### src/rtl/div_pkg.sv
// Shared types and constants for the divide sequencer and its testbench.
// Latency: n/a (package only).
// Backpressure: n/a (package only).
package div_pkg;

    typedef enum logic [2:0] {
        ST_IDLE,
        ST_LOAD,
        ST_RUN,
        ST_READ,
        ST_DONE
    } state_t;

    // Operand slots in core data memory
    localparam logic [7:0]  ADDR_DVD_HI  = 8'd0;
    localparam logic [7:0]  ADDR_DVD_LO  = 8'd1;
    localparam logic [7:0]  ADDR_DVS     = 8'd2;
    // Default location of the three result bytes (MSB first)
    localparam logic [7:0]  RES_BASE_DEF = 8'd4;
    // Default number of RUN cycles granted to the core before giving up
    localparam logic [15:0] TIMEOUT_DEF  = 16'd4000;

    localparam int          LOAD_CYCLES  = 6;
    localparam int          READ_CYCLES  = 3;
    // A halt flag still high from the previous job is not trusted for this many RUN cycles
    localparam logic [15:0] HALT_IGNORE  = 16'd2;
    localparam logic [23:0] QUOT_DIV0    = 24'hFFFFFF;

    // Address/data pair {addr, data} written in LOAD slot idx
    function automatic logic [15:0] load_slot(
        input logic [2:0]  idx,
        input logic [15:0] dvd,
        input logic [7:0]  dvs,
        input logic [7:0]  base
    );
        logic [15:0] slot;
        slot = {base + 8'd2, 8'h00};
        case (idx)
            3'd0:    slot = {ADDR_DVD_HI, dvd[15:8]};
            3'd1:    slot = {ADDR_DVD_LO, dvd[7:0]};
            3'd2:    slot = {ADDR_DVS, dvs};
            3'd3:    slot = {base, 8'h00};
            3'd4:    slot = {base + 8'd1, 8'h00};
            default: slot = {base + 8'd2, 8'h00};
        endcase
        return slot;
    endfunction

endpackage

### src/rtl/sat_counter.sv
// Saturating up-counter with synchronous clear; o_term flags that the next enabled tick reaches LIMIT.
// Latency: count updates one cycle after enable; o_term is combinational from the count.
// Backpressure: none; holds at LIMIT instead of wrapping.
module sat_counter #(
    parameter int               WIDTH = 16,
    parameter logic [WIDTH-1:0] LIMIT = '1
) (
    input  logic             clk,
    input  logic             rst_n,
    input  logic             i_clear,
    input  logic             i_enable,
    output logic [WIDTH-1:0] o_count,
    output logic             o_term
);

    logic [WIDTH-1:0] r_count;

    // Count enabled cycles, clear has priority, stop at LIMIT
    always_ff @(posedge clk or negedge rst_n) begin
        if (!rst_n) begin
            r_count <= '0;
        end else if (i_clear) begin
            r_count <= '0;
        end else if (i_enable && (r_count != LIMIT)) begin
            r_count <= r_count + {{(WIDTH-1){1'b0}}, 1'b1};
        end
    end

    assign o_count = r_count;
    assign o_term  = (r_count >= (LIMIT - {{(WIDTH-1){1'b0}}, 1'b1}));

endmodule

### src/rtl/div_sequencer.sv
// Loads operands into a divide core's memory, launches it, waits for halt/timeout and reads back a 16.8 quotient.
// Latency: 6 load + RUN cycles + 3 read + 1 to res_valid; 1 cycle for a zero divisor.
// Backpressure: op_ready only in IDLE; result held in DONE until res_ready.
module div_sequencer
    import div_pkg::*;
#(
    parameter logic [15:0] TIMEOUT  = TIMEOUT_DEF,
    parameter logic [7:0]  RES_BASE = RES_BASE_DEF
) (
    input  logic        clk,
    input  logic        rst_n,
    input  logic        op_valid,
    output logic        op_ready,
    input  logic [15:0] op_dividend,
    input  logic [7:0]  op_divisor,
    output logic        res_valid,
    input  logic        res_ready,
    output logic [23:0] res_quotient,
    output logic        res_err,
    output logic        core_start,
    input  logic        core_halt,
    output logic [7:0]  dm_addr,
    output logic        dm_wr_en,
    output logic [7:0]  dm_wr_data,
    input  logic [7:0]  dm_rd_data
);

    state_t      r_state;
    logic [2:0]  r_idx;
    logic [15:0] r_dvd;
    logic [7:0]  r_dvs;
    logic        r_op_ready;
    logic        r_res_vld;
    logic [23:0] r_quot;
    logic        r_err;
    logic        r_core_start;
    logic [7:0]  r_dm_addr;
    logic        r_dm_wr_en;
    logic [7:0]  r_dm_wr_data;

    logic [15:0] w_cnt;
    logic        w_term;
    logic        w_halt;
    logic [15:0] w_first;
    logic [15:0] w_next;

    // RUN-cycle counter: zero outside RUN, so RUN cycle k sees count k
    sat_counter #(
        .WIDTH (16),
        .LIMIT (TIMEOUT)
    ) u_run_cnt (
        .clk      (clk),
        .rst_n    (rst_n),
        .i_clear  (r_state != ST_RUN),
        .i_enable (r_state == ST_RUN),
        .o_count  (w_cnt),
        .o_term   (w_term)
    );

    // Halt is only believed once the stale-flag window has passed
    assign w_halt  = core_halt && (w_cnt >= HALT_IGNORE);
    assign w_first = load_slot(3'd0, op_dividend, op_divisor, RES_BASE);
    assign w_next  = load_slot(r_idx + 3'd1, r_dvd, r_dvs, RES_BASE);

    // Sequencer FSM; every output is a register set on the transition that needs it
    always_ff @(posedge clk or negedge rst_n) begin
        if (!rst_n) begin
            r_state      <= ST_IDLE;
            r_idx        <= '0;
            r_dvd        <= '0;
            r_dvs        <= '0;
            r_op_ready   <= 1'b1;
            r_res_vld    <= 1'b0;
            r_quot       <= '0;
            r_err        <= 1'b0;
            r_core_start <= 1'b1;
            r_dm_addr    <= '0;
            r_dm_wr_en   <= 1'b0;
            r_dm_wr_data <= '0;
        end else begin
            unique case (r_state)
                ST_IDLE: begin
                    if (op_valid && r_op_ready) begin
                        r_dvd      <= op_dividend;
                        r_dvs      <= op_divisor;
                        r_op_ready <= 1'b0;
                        r_idx      <= '0;
                        if (op_divisor == 8'd0) begin
                            r_state   <= ST_DONE;
                            r_res_vld <= 1'b1;
                            r_quot    <= QUOT_DIV0;
                            r_err     <= 1'b1;
                        end else begin
                            r_state                   <= ST_LOAD;
                            r_quot                    <= '0;
                            r_err                     <= 1'b0;
                            r_dm_wr_en                <= 1'b1;
                            {r_dm_addr, r_dm_wr_data} <= w_first;
                        end
                    end
                end
                ST_LOAD: begin
                    if (r_idx == 3'(LOAD_CYCLES - 1)) begin
                        r_state      <= ST_RUN;
                        r_dm_wr_en   <= 1'b0;
                        r_dm_addr    <= '0;
                        r_dm_wr_data <= '0;
                        r_core_start <= 1'b0;
                    end else begin
                        r_idx                     <= r_idx + 3'd1;
                        {r_dm_addr, r_dm_wr_data} <= w_next;
                    end
                end
                ST_RUN: begin
                    // Halt beats a simultaneous timeout
                    if (w_halt) begin
                        r_state      <= ST_READ;
                        r_core_start <= 1'b1;
                        r_dm_addr    <= RES_BASE;
                        r_idx        <= '0;
                    end else if (w_term) begin
                        r_state      <= ST_DONE;
                        r_core_start <= 1'b1;
                        r_quot       <= '0;
                        r_err        <= 1'b1;
                        r_res_vld    <= 1'b1;
                    end
                end
                ST_READ: begin
                    r_quot <= {r_quot[15:0], dm_rd_data};
                    if (r_idx == 3'(READ_CYCLES - 1)) begin
                        r_state   <= ST_DONE;
                        r_dm_addr <= '0;
                        r_res_vld <= 1'b1;
                        r_err     <= 1'b0;
                    end else begin
                        r_idx     <= r_idx + 3'd1;
                        r_dm_addr <= r_dm_addr + 8'd1;
                    end
                end
                ST_DONE: begin
                    if (res_ready) begin
                        r_state    <= ST_IDLE;
                        r_res_vld  <= 1'b0;
                        r_op_ready <= 1'b1;
                    end
                end
                default: begin
                    r_state <= ST_IDLE;
                end
            endcase
        end
    end

    assign op_ready     = r_op_ready;
    assign res_valid    = r_res_vld;
    assign res_quotient = r_quot;
    assign res_err      = r_err;
    assign core_start   = r_core_start;
    assign dm_addr      = r_dm_addr;
    assign dm_wr_en     = r_dm_wr_en;
    assign dm_wr_data   = r_dm_wr_data;

endmodule

### config.mk
export PLATFORM = sky130hd
export DESIGN_NAME = div_sequencer
export DESIGN_NICKNAME = d
export VERILOG_FILES = /design/src/rtl/div_pkg.sv /design/src/rtl/sat_counter.sv /design/src/rtl/div_sequencer.sv
export SDC_FILE = /design/constraint.sdc
export NUM_CORES = 1
export LEC_CHECK = 0
export ABC_AREA = 1
export CORE_MARGIN = 2
export CORE_UTILIZATION = 40
export DETAILED_ROUTE_END_ITERATION = 10
export GPL_ROUTABILITY_DRIVEN = 0
export GPL_TIMING_DRIVEN = 0
export SLEW_MARGIN = 20
export SYNTH_ARGS = -nofsm -noshare
export SYNTH_HDL_FRONTEND = slang
export SYNTH_SLANG_ARGS = --single-unit
### constraint.sdc
create_clock -name clk -period 1.8 [get_ports clk]
set_input_delay 0.27 -clock clk [delete_from_list [all_inputs] [get_ports clk]]
set_output_delay 0.27 -clock clk [all_outputs]
set_load 0.005 [all_outputs]
==> summary.txt <==
Outcome
  • Status: complete, no violations

Logic synthesis
  • Register bit total from synthesis: 91
  • Avg Cell Area, Syn: 8.37 um2
  • Mapped Nets: 587
  • Mapped Area: 4530 um2
  • Yosys cell types: 31
  • Post-synthesis sequential area ratio: 0.503
  • Cells after Synth: 541
  • Synth Warn #: 0

STA
  • Clk_skew: 8.49 ps
  • Finish-stage setup viols: 0
  • Rel. slew slack: 0.703
  • Slew @ Worst Pin: 446 ps
  • Period minus WS final: 1740 ps
  • Period utilisation layout: 0.969
  • Sum Neg Setup Slack: 0 ps
  • Final hold slack: 409 ps
  • Unrepaired setup endpoints after global routing: true
  • Worst Setup Slack, final: 56.6 ps
  • Upper clock frequency limit: 574 MHz
  • Final hold violation count: 0
  • Count of pins over their slew limit: 0

Layout
  • Final core occ: 0.573
  • Ratio of cells with drive above 1 in the final layout: 0.191
  • Final #Nets: 700
  • Area Overhead vs Synth: 38.4%
  • Ant. Diodes: 0

Setup path
  • FF-to-FF End: res_quotient[5]
  • Setup crit start kind: flop
  • Worst EP arrival: 1970 ps
  • Worst-path fanout max: 8
  • Crit. End Element: flop
  • FF-to-FF Start: op_ready
  • Reg2Reg Setup Slack: 60 ps
  • Reg2Reg Depth: 9
  • Critical Path RT: 2030 ps
  • Crit path kind: flop to flop

Die
  • # IOs: 82
  • Die ar.: 12200 um2
  • Die Y: 110 um
  • CORE AREA: 10900 um2
  • Initial Utilization: 0.414
  • Die X: 110 um
  • Std-Cell Rows: 38

Route
  • Starting DRT DRC Count: 236
  • DR WL/cell: 14.6 um
  • DRT Pass-1 Iters: 4
  • Vias: 4095
  • DR vias/cell: 5.13
  • Drt total wl: 11.7 mm
  • Remaining antenna violation count: 0
  • DRC Markers: 0

Clocking
  • Clock sink count: 91
  • Num CTS Buffers: 9
  • Clock Pin Slew Worst Setup and Hold Paths: 60 ps
  • Clock latency on the worst-skew pair: 350 ps
  • CTS root buf: clkbuf_16
  • H-tree depth: 3
  • CTS tree: yes
  • Deepest clock path buffer count: 2

Global route
  • Global-route wire length before repair: 19.0 mm
  • Aggregate global routing overflow: 0
  • Vias in the first global route: 3895
  • Largest net degree at the start of global routing: 52
  • Initial antenna violation count: 0
  • GRT Util Overall: 0.203

Power and ir drop
  • Leakage: 2.81 nW
  • Power density cells: 1410 nW/um2
  • Max IR drop VDD: 731 uV

Placement
  • Port-buffer cells: 81
  • Post-DP HPWL: 8.14 mm
  • Pre-CTS setup slack: -627 ps

Run
  • Number of max-cap violations: 0

Min path
  • Min-delay worst type: input pin to asynchronous set/reset pin
-- area by class of cell --
type,instances,area [um2]
Fill cell,1010,4670
Sequential cell,91,2280
Multi-Input combinational cell,391,2190
Timing Repair Buffer,102,1030
Clock buffer,10,229
Tap cell,140,175
Inverter,46,173
Buffer,13,93.8
Clock inverter,6,90.1
-- report_power, final --
group / total [mW] / switching, mW / internal, mW
Sequential: 3.03 / 0.429 / 2.60
Clock: 2.04 / 0.819 / 1.22
Combinational: 3.78 / 2.02 / 1.77
Total: 8.85 / 3.26 / 5.59
-- per-layer routing --
layer | part of all wire | up-vias | track usage
met1 | 0.46 | 1974 | 0.281
met3 | 0.043 | 15 | 0.0400
met4 | 0.016 | 0 | 0.0661
li1 | - | 2018 | -
met5 | 0 | - | 0
met2 | 0.48 | 88 | 0.321
-- critical path: stages (launching register included) --
cell,delay [ps]
dfstp_2,560
nand2_2,90
a21oi_4,170
nand2_1,120
a21oi_4,160
nand2_4,90
buf_12,150
clkbuf_16,160
nand2_2,50
o21ai_1,60
-- state kept, by name, summed over array words and instances (netlist names) --
register / cells
r_dvs: 8
res_quotient: 24
r_idx: 3
res_valid: 1
r_dvd: 16
core_start: 1
r_state: 3
dm_addr: 8
u_run_cnt.o_count: 16
dm_wr_en: 1
op_ready: 1
dm_wr_data: 8
res_err: 1
-- cells by family after synthesis --
kind of cell / Yosys count / share of synthesized area
AO/OA/AOI/OAI: 92 / 0.107
multiplexers: 24 / 0.0597
AND/OR/NAND/NOR: 261 / 0.241
buffers and inverters: 59 / 0.0547
flip-flops: 91 / 0.503
adder cells (fa/ha/maj): 9 / 0.0249
XOR/XNOR: 5 / 0.00967
-- worst max path at each step --
| stage | slack, ps | startpoint | to |
|---|---|---|---|
| 3_5_place_dp | -630 | op_divisor[1] | res_quotient[9] |
| 6_report | 60 | op_ready | res_quotient[5] |
| 3_3_place_gp | -3020 | rst_n | res_quotient[0] |
| 2_1_floorplan | 150 | u_run_cnt.o_count[0] | res_quotient[16] |
| 4_1_cts | 3 | u_run_cnt.o_count[1] | res_quotient[9] |
| 5_1_grt | -60 | r_idx[0] | r_state[2] |
-- through the flow --
| stage | total power [mW] | cells | instance area [um2] |
|---|---|---|---|
| 5_1_grt | 9.48 | 799 | 6270 |
| 3_5_place_dp | 6.10 | 763 | 5540 |
| 3_3_place_gp | 6.03 | 762 | 5510 |
| 4_1_cts | 8.46 | 791 | 6040 |
| 2_1_floorplan | 4.92 | 541 | 4530 |
| 6_report | 8.85 | 799 | 6270 |
-- layout by cell type, fill, tap and decap left out, types with 14 or more instances in the layout --
master,n
a21oi_1,34
buf_4,14
clkdlybuf4s50_1,80
dfrtp_1,86
inv_1,40
mux2_2,24
nand2_1,129
nand2_2,18
nand3_1,34
nor2_1,40
o21ai_0,24
o21ai_1,24
-- Yosys cell counts, drive strengths merged --
library cell / number / area [um2]
nand2: 151 / 569
dfrtp: 89 / 2230
nor2: 51 / 206
o21ai: 48 / 240
inv: 46 / 173
a21oi: 37 / 193
nand3: 36 / 180
mux2: 24 / 270
nor3: 12 / 65.1
nand4: 10 / 62.6
ha: 9 / 113
clkbuf: 8 / 31.3
buf: 5 / 43.8
xor2: 4 / 35.0
dfstp: 2 / 52.6
o22ai: 2 / 12.5
o31ai: 2 / 15.0
a211oi: 1 / 7.51
a22oi: 1 / 7.51
nand3b: 1 / 7.51
o21bai: 1 / 7.51
xnor2: 1 / 8.76
-- repair_timing --
item | in CTS | in global routing
gates cloned | 0 | 2
gates resized for setup | 25 | 56
hold endpoints to repair | 39 | 0
hold buffers | 1 | 0
endpoints found under the setup margin | 58 | 68
pin swaps | 5 | 7
setup buffers | 11 | 6
Power figures use the tool's default switching activity.
